## src/rtl/duck_pkg.sv

```systemverilog
// Shared game types and constants for the duck-hunt sequencer and the
// colour mapper that consumes its state.
package duck_pkg;

  typedef enum logic [2:0] {
    TITLE     = 3'd0,
    INTRO     = 3'd1,
    PLAY      = 3'd2,
    GAMEOVER  = 3'd3,
    ROUND_END = 3'd4
  } game_state_t;

  localparam int SCORE_MAX = 99;
  localparam int FCNT_W    = 10;

  // Score increment that sticks at the two-digit display limit.
  function automatic logic [7:0] score_inc(input logic [7:0] s);
    return (s >= 8'(SCORE_MAX)) ? s : s + 8'd1;
  endfunction

endpackage

```

## src/rtl/rise_detect.sv

```systemverilog
// Rising-edge detector on an already-synchronized level, one-cycle history.
module rise_detect (
  input  logic Clk,
  input  logic Reset,
  input  logic d,
  output logic rise
);

  logic r_q;

  // Previous-cycle sample of the input level.
  always_ff @(posedge Clk) begin
    if (!Reset) begin
      r_q <= 1'b0;
    end else begin
      r_q <= d;
    end
  end

  assign rise = d & ~r_q;

endmodule

```

## src/rtl/game_sequencer.sv

```systemverilog
// Game flow controller: title, dog intro, play with shot/hit resolution,
// round end and game over, all paced by frame ticks.
module game_sequencer
  import duck_pkg::*;
#(
  parameter int INTRO_FRAMES    = 180,
  parameter int ROUND_FRAMES    = 600,
  parameter int SHOT_FRAMES     = 4,
  parameter int END_FRAMES      = 120,
  parameter int SHOTS_PER_ROUND = 3,
  parameter int ROUNDS          = 10
) (
  input  logic       Clk,
  input  logic       Reset,
  input  logic       frame_tick,
  input  logic       start_btn,
  input  logic       trigger,
  input  logic       hit_pixel,
  output logic [2:0] state,
  output logic       shot,
  output logic       duck_hit,
  output logic [1:0] shots_left,
  output logic [7:0] score,
  output logic [3:0] round_num
);

  localparam logic [FCNT_W-1:0] INTRO_LAST = FCNT_W'(INTRO_FRAMES - 1);
  localparam logic [FCNT_W-1:0] ROUND_LAST = FCNT_W'(ROUND_FRAMES - 1);
  localparam logic [FCNT_W-1:0] END_LAST   = FCNT_W'(END_FRAMES - 1);
  localparam logic [FCNT_W-1:0] FCNT_MAX   = {FCNT_W{1'b1}};
  localparam logic [3:0]        SHOT_LOAD  = 4'(SHOT_FRAMES);
  localparam logic [1:0]        SHOTS_INIT = 2'(SHOTS_PER_ROUND);
  localparam logic [3:0]        ROUND_MAX  = 4'(ROUNDS);

  game_state_t       r_state;
  logic              r_shot;
  logic              r_duck_hit;
  logic [1:0]        r_shots_left;
  logic [7:0]        r_score;
  logic [3:0]        r_round;
  logic [FCNT_W-1:0] r_fcnt;
  logic [3:0]        r_scnt;

  logic              w_start_rise;
  logic              w_trig_rise;
  logic [FCNT_W-1:0] w_fcnt_inc;
  logic              w_timeout;

  rise_detect u_start_rise (
    .Clk   (Clk),
    .Reset (Reset),
    .d     (start_btn),
    .rise  (w_start_rise)
  );

  rise_detect u_trig_rise (
    .Clk   (Clk),
    .Reset (Reset),
    .d     (trigger),
    .rise  (w_trig_rise)
  );

  assign w_fcnt_inc = (r_fcnt == FCNT_MAX) ? r_fcnt : r_fcnt + 10'd1;
  // Past the last round frame means a timeout was deferred behind a shot.
  assign w_timeout  = (frame_tick && (r_fcnt == ROUND_LAST)) || (r_fcnt > ROUND_LAST);

  // Game state machine with all outputs held in registers.
  always_ff @(posedge Clk) begin
    if (!Reset) begin
      r_state      <= TITLE;
      r_shot       <= 1'b0;
      r_duck_hit   <= 1'b0;
      r_shots_left <= SHOTS_INIT;
      r_score      <= 8'd0;
      r_round      <= 4'd1;
      r_fcnt       <= '0;
      r_scnt       <= 4'd0;
    end else begin
      r_state      <= r_state;
      r_shot       <= r_shot;
      r_duck_hit   <= r_duck_hit;
      r_shots_left <= r_shots_left;
      r_score      <= r_score;
      r_round      <= r_round;
      r_scnt       <= r_scnt;
      r_fcnt       <= frame_tick ? w_fcnt_inc : r_fcnt;
      case (r_state)
        TITLE: begin
          if (w_start_rise) begin
            r_state    <= INTRO;
            r_fcnt     <= '0;
            r_score    <= 8'd0;
            r_round    <= 4'd1;
            r_duck_hit <= 1'b0;
          end
        end
        INTRO: begin
          if (frame_tick && (r_fcnt == INTRO_LAST)) begin
            r_state      <= PLAY;
            r_fcnt       <= '0;
            r_shots_left <= SHOTS_INIT;
            r_duck_hit   <= 1'b0;
          end
        end
        PLAY: begin
          if (!r_shot && (r_duck_hit || (r_shots_left == 2'd0) || w_timeout)) begin
            r_state <= ROUND_END;
            r_fcnt  <= '0;
          end else if (r_shot) begin
            // Flash window closes on the tick that takes the counter to zero.
            if (frame_tick) begin
              r_scnt <= r_scnt - 4'd1;
              if (r_scnt == 4'd1) begin
                r_shot <= 1'b0;
              end
            end
            if (hit_pixel && !r_duck_hit) begin
              r_duck_hit <= 1'b1;
              r_score    <= score_inc(r_score);
            end
          end else if (w_trig_rise && (r_shots_left != 2'd0) && !r_duck_hit) begin
            r_shot       <= 1'b1;
            r_scnt       <= SHOT_LOAD;
            r_shots_left <= r_shots_left - 2'd1;
          end
        end
        ROUND_END: begin
          if (frame_tick && (r_fcnt == END_LAST)) begin
            r_fcnt <= '0;
            if (!r_duck_hit || (r_round == ROUND_MAX)) begin
              r_state <= GAMEOVER;
            end else begin
              r_state    <= INTRO;
              r_round    <= r_round + 4'd1;
              r_duck_hit <= 1'b0;
            end
          end
        end
        GAMEOVER: begin
          if (w_start_rise) begin
            r_state <= TITLE;
            r_fcnt  <= '0;
          end
        end
        default: begin
          r_state <= TITLE;
          r_fcnt  <= '0;
          r_shot  <= 1'b0;
          r_scnt  <= 4'd0;
        end
      endcase
    end
  end

  assign state      = r_state;
  assign shot       = r_shot;
  assign duck_hit   = r_duck_hit;
  assign shots_left = r_shots_left;
  assign score      = r_score;
  assign round_num  = r_round;

endmodule

```

## config.mk

```make
export PLATFORM = sky130hd
export DESIGN_NAME = game_sequencer
export DESIGN_NICKNAME = d
export VERILOG_FILES = /design/src/rtl/duck_pkg.sv /design/src/rtl/rise_detect.sv /design/src/rtl/game_sequencer.sv
export SDC_FILE = /design/constraint.sdc
export NUM_CORES = 1
export LEC_CHECK = 0
export ABC_AREA = 1
export CAP_MARGIN = 40
export CORE_ASPECT_RATIO = 1.5
export CORE_MARGIN = 2
export CORE_UTILIZATION = 55
export CTS_CLUSTER_DIAMETER = 50
export DETAILED_ROUTE_END_ITERATION = 8
export GPL_TIMING_DRIVEN = 0
export PLACE_DENSITY = 0.86
export SKIP_CTS_REPAIR_TIMING = 1
export SYNTH_ARGS = -nofsm -noshare
export SYNTH_HDL_FRONTEND = slang
export SYNTH_HIERARCHICAL = 1
export SYNTH_SLANG_ARGS = --single-unit
```

## constraint.sdc

```tcl
create_clock -name Clk -period 1.6 [get_ports Clk]
set_input_delay 0.24 -clock Clk [delete_from_list [all_inputs] [get_ports Clk]]
set_output_delay 0.24 -clock Clk [all_outputs]
set_load 0.05 [all_outputs]
```

==> impl_metrics.json <==
{
  "outcome": "complete, but fails checks",
  "violations": "negative setup slack",
  "synth_largest_area_cell": "dfxtp_1",
  "cts_made_buffers": 5,
  "finish.utilization_pct": 78.6,
  "maxCapViolCount": 0,
  "synth.distinct_cells": 36,
  "synth_nets": 321,
  "post_drt_wl_per_cell_um": 14.3,
  "root_buffer": "clkbuf_8",
  "mostFrequentLayoutCells": "53 x nand2_1, 39 x nor2_1, 27 x inv_1, 23 x nand3_1, 19 x dlymetal6s2s_1",
  "crit_type": "reg -> reg",
  "critPathBufInv": 1,
  "grt_pass1_vias": 1970,
  "synth.area.top_cells": "dfxtp_1 34%, nand2_1 12%, nor2_1 8.5%, nand3_1 6.5%, inv_1 5.6%",
  "startpoint_type": "flip-flop",
  "seq_area_frac_synth_pct": 33.7,
  "fin_ws_ps": -19.7,
  "hold_violations": 0,
  "viasPerCell": 5.66,
  "grt_max_degree": 11,
  "synth_top_area_share_pct": 33.7,
  "mostFrequentLayoutCell": "nand2_1",
  "max_freq_mhz": 617,
  "power.density_nw_per_um2": 1640,
  "worstPathMaxFanout": 6,
  "avgSynthCellArea_um2": 6.75,
  "fp.coreArea_um2": 3650,
  "synthCells": 308,
  "setup_violations": 2,
  "dp_hpwl_um": 3510,
  "route.met2.wl_um": 3100,
  "finalWeightedCongestion": 0.943,
  "grtUsageTotal_pct": 25.1,
  "cp_top_family": "simple AND/OR/NAND/NOR gates",
  "initial_core_util_pct": 57.0,
  "ys_warn_count": 6,
  "worstMarginPinSlew_ps": 554,
  "die_area_um2": 4300,
  "drc": 0,
  "htree_levels": 2,
  "clockBufferDepth": 2,
  "peakVddDrop_v": 0.00104,
  "pin_count": 25,
  "arrival_ps": 1800,
  "min_path_type": "in -> reg",
  "finalNonFillerCells": 394,
  "drt-pass1-iter-count": 5,
  "drt-met1-wl_um": 2020,
  "filler_cell_count": 239,
  "ys_ff_latch": 35,
  "numPortBuffers": 23,
  "rsz0062_at_grt": "true",
  "area_growth_pct": 38.0,
  "nets": 363,
  "highest_layer": "met4",
  "die_h_um": 79.3,
  "antenna_left": 0,
  "finalCritPeriodShare_pct": 101,
  "grt_overflow": 0,
  "period_needed_ps": 1620,
  "post-place-ws_ps": -264,
  "grt_pass1_wl_um": 8090,
  "holdWs_ps": 431,
  "finalClockSkew_ps": 5.24,
  "drive_gt1_share_pct": 31.9,
  "met3_length_um": 291,
  "grt_antenna_before_repair": 0,
  "leakage_uw": 0.00150,
  "multi_input_area_um2": 1440,
  "clkLatencyLatePin_ps": 290,
  "required_ps": 1780,
  "crit_chain": "ha_4 > nand2_4 > nor2_4 > nand4_4 > nand2_2 > nand2_4 > nor2_4 > inv_2 > nor2_1 > nand2_1 > nand2_1 > nor2_1",
  "max_stage_delay_ps": 370,
  "drt_iter0_markers": 61,
  "cts_tree": "done",
  "max_slew_margin_pct": 63.0,
  "die-width_um": 54.2,
  "routed_wl_um": 5640,
  "cp-end-kind": "flip-flop",
  "slew_viol_final": 0,
  "area.sequential_um2": 741,
  "rows": 27,
  "clk_pin_slew_ps": 70,
  "cts.sinks": 35,
  "cp_slowest_cell": "dfxtp_2",
  "num_antenna_cells": 0,
  "synth_area_um2": 2080,
  "vias": 2229,
  "dp.cells": 374
}
[layout make-up]
class | instances | area share (%)
multi-input combinational | 225 | 50.2
sequential | 35 | 25.8
timing repair buffer | 34 | 12.6
inverter | 45 | 5.89
clock buffer | 6 | 2.53
tap | 43 | 1.88
buffer | 4 | 0.873
clock inverter | 2 | 0.262
[synthesized netlist by cell type, drive strengths merged]
| master | instances |
|---|---|
| nor2 | 55 |
| o211a | 1 |
| xor2 | 8 |
| nand4 | 10 |
| dfxtp | 35 |
| a31oi | 2 |
| buf | 3 |
| ha | 7 |
| o211ai | 1 |
| nor3b | 1 |
| nand3 | 31 |
| nand2 | 69 |
| or2 | 2 |
| a21oi | 14 |
| clkinv | 1 |
| o21bai | 1 |
| a211oi | 1 |
| nor3 | 8 |
| clkbuf | 1 |
| o21ai | 11 |
| mux2i | 1 |
| xnor2 | 1 |
| inv | 44 |
[sequential cells by signal (all words and copies together), names as in the netlist]
register,flops
score,8
shot,1
round_num,4
state,3
shots_left,2
u_trig_rise/r_q,1
r_fcnt,10
r_scnt,4
duck_hit,1
u_start_rise/r_q,1
[tightest hold or removal path, cell delays in order]
cell	delay (ps)
buf_2	180
nand2_4	110
mux2i_1	70
nor2_1	70
[worst paths after layout]
kind,startpoint,end,slack [ps],depth (start not counted)
setup / recovery,r_fcnt[0],round_num[3],-20,12
hold / removal,frame_tick,r_fcnt[1],430,4
setup reg to reg,r_fcnt[0],round_num[3],-20,12
hold reg to reg,shots_left[1],shots_left[1],500,2
[logic make-up (layout without fill, tap and decap cells)]
group	Yosys count	count (layout)	synth area share (%)
AND/OR/NAND/NOR	176	177	39.4
multiplexers	1	1	0.482
flip-flops	35	35	33.7
XOR/XNOR	9	9	3.79
AO/OA/AOI/OAI	31	31	9.21
buffers and inverters	49	91	9.15
adder cells (fa/ha/maj)	7	7	4.21
[where the power goes]
part | internal [µW] | switching, µW
Sequential | 1060 | 173
Combinational | 987 | 1870
Clock | 297 | 309
Total | 2340 | 2350
[metrics by stage]
stage	setup TNS (ps)	power [µW]	cell area, µm²
after floorplan	-33.1	2900	2100
after global placement	-2960	3370	2390
after detailed placement	-3690	3420	2390
after CTS	-3380	4030	2470
after global routing	-649	5030	2870
final	-25.0	4690	2870
[per-layer routing]
layer  up-vias  global-route usage, %
met5         -                      0
met4         0                   13.0
met3        26                   4.51
met2        83                   45.8
met1      1043                   25.3
li1       1077                      -
(Power assumes the default switching activity.)
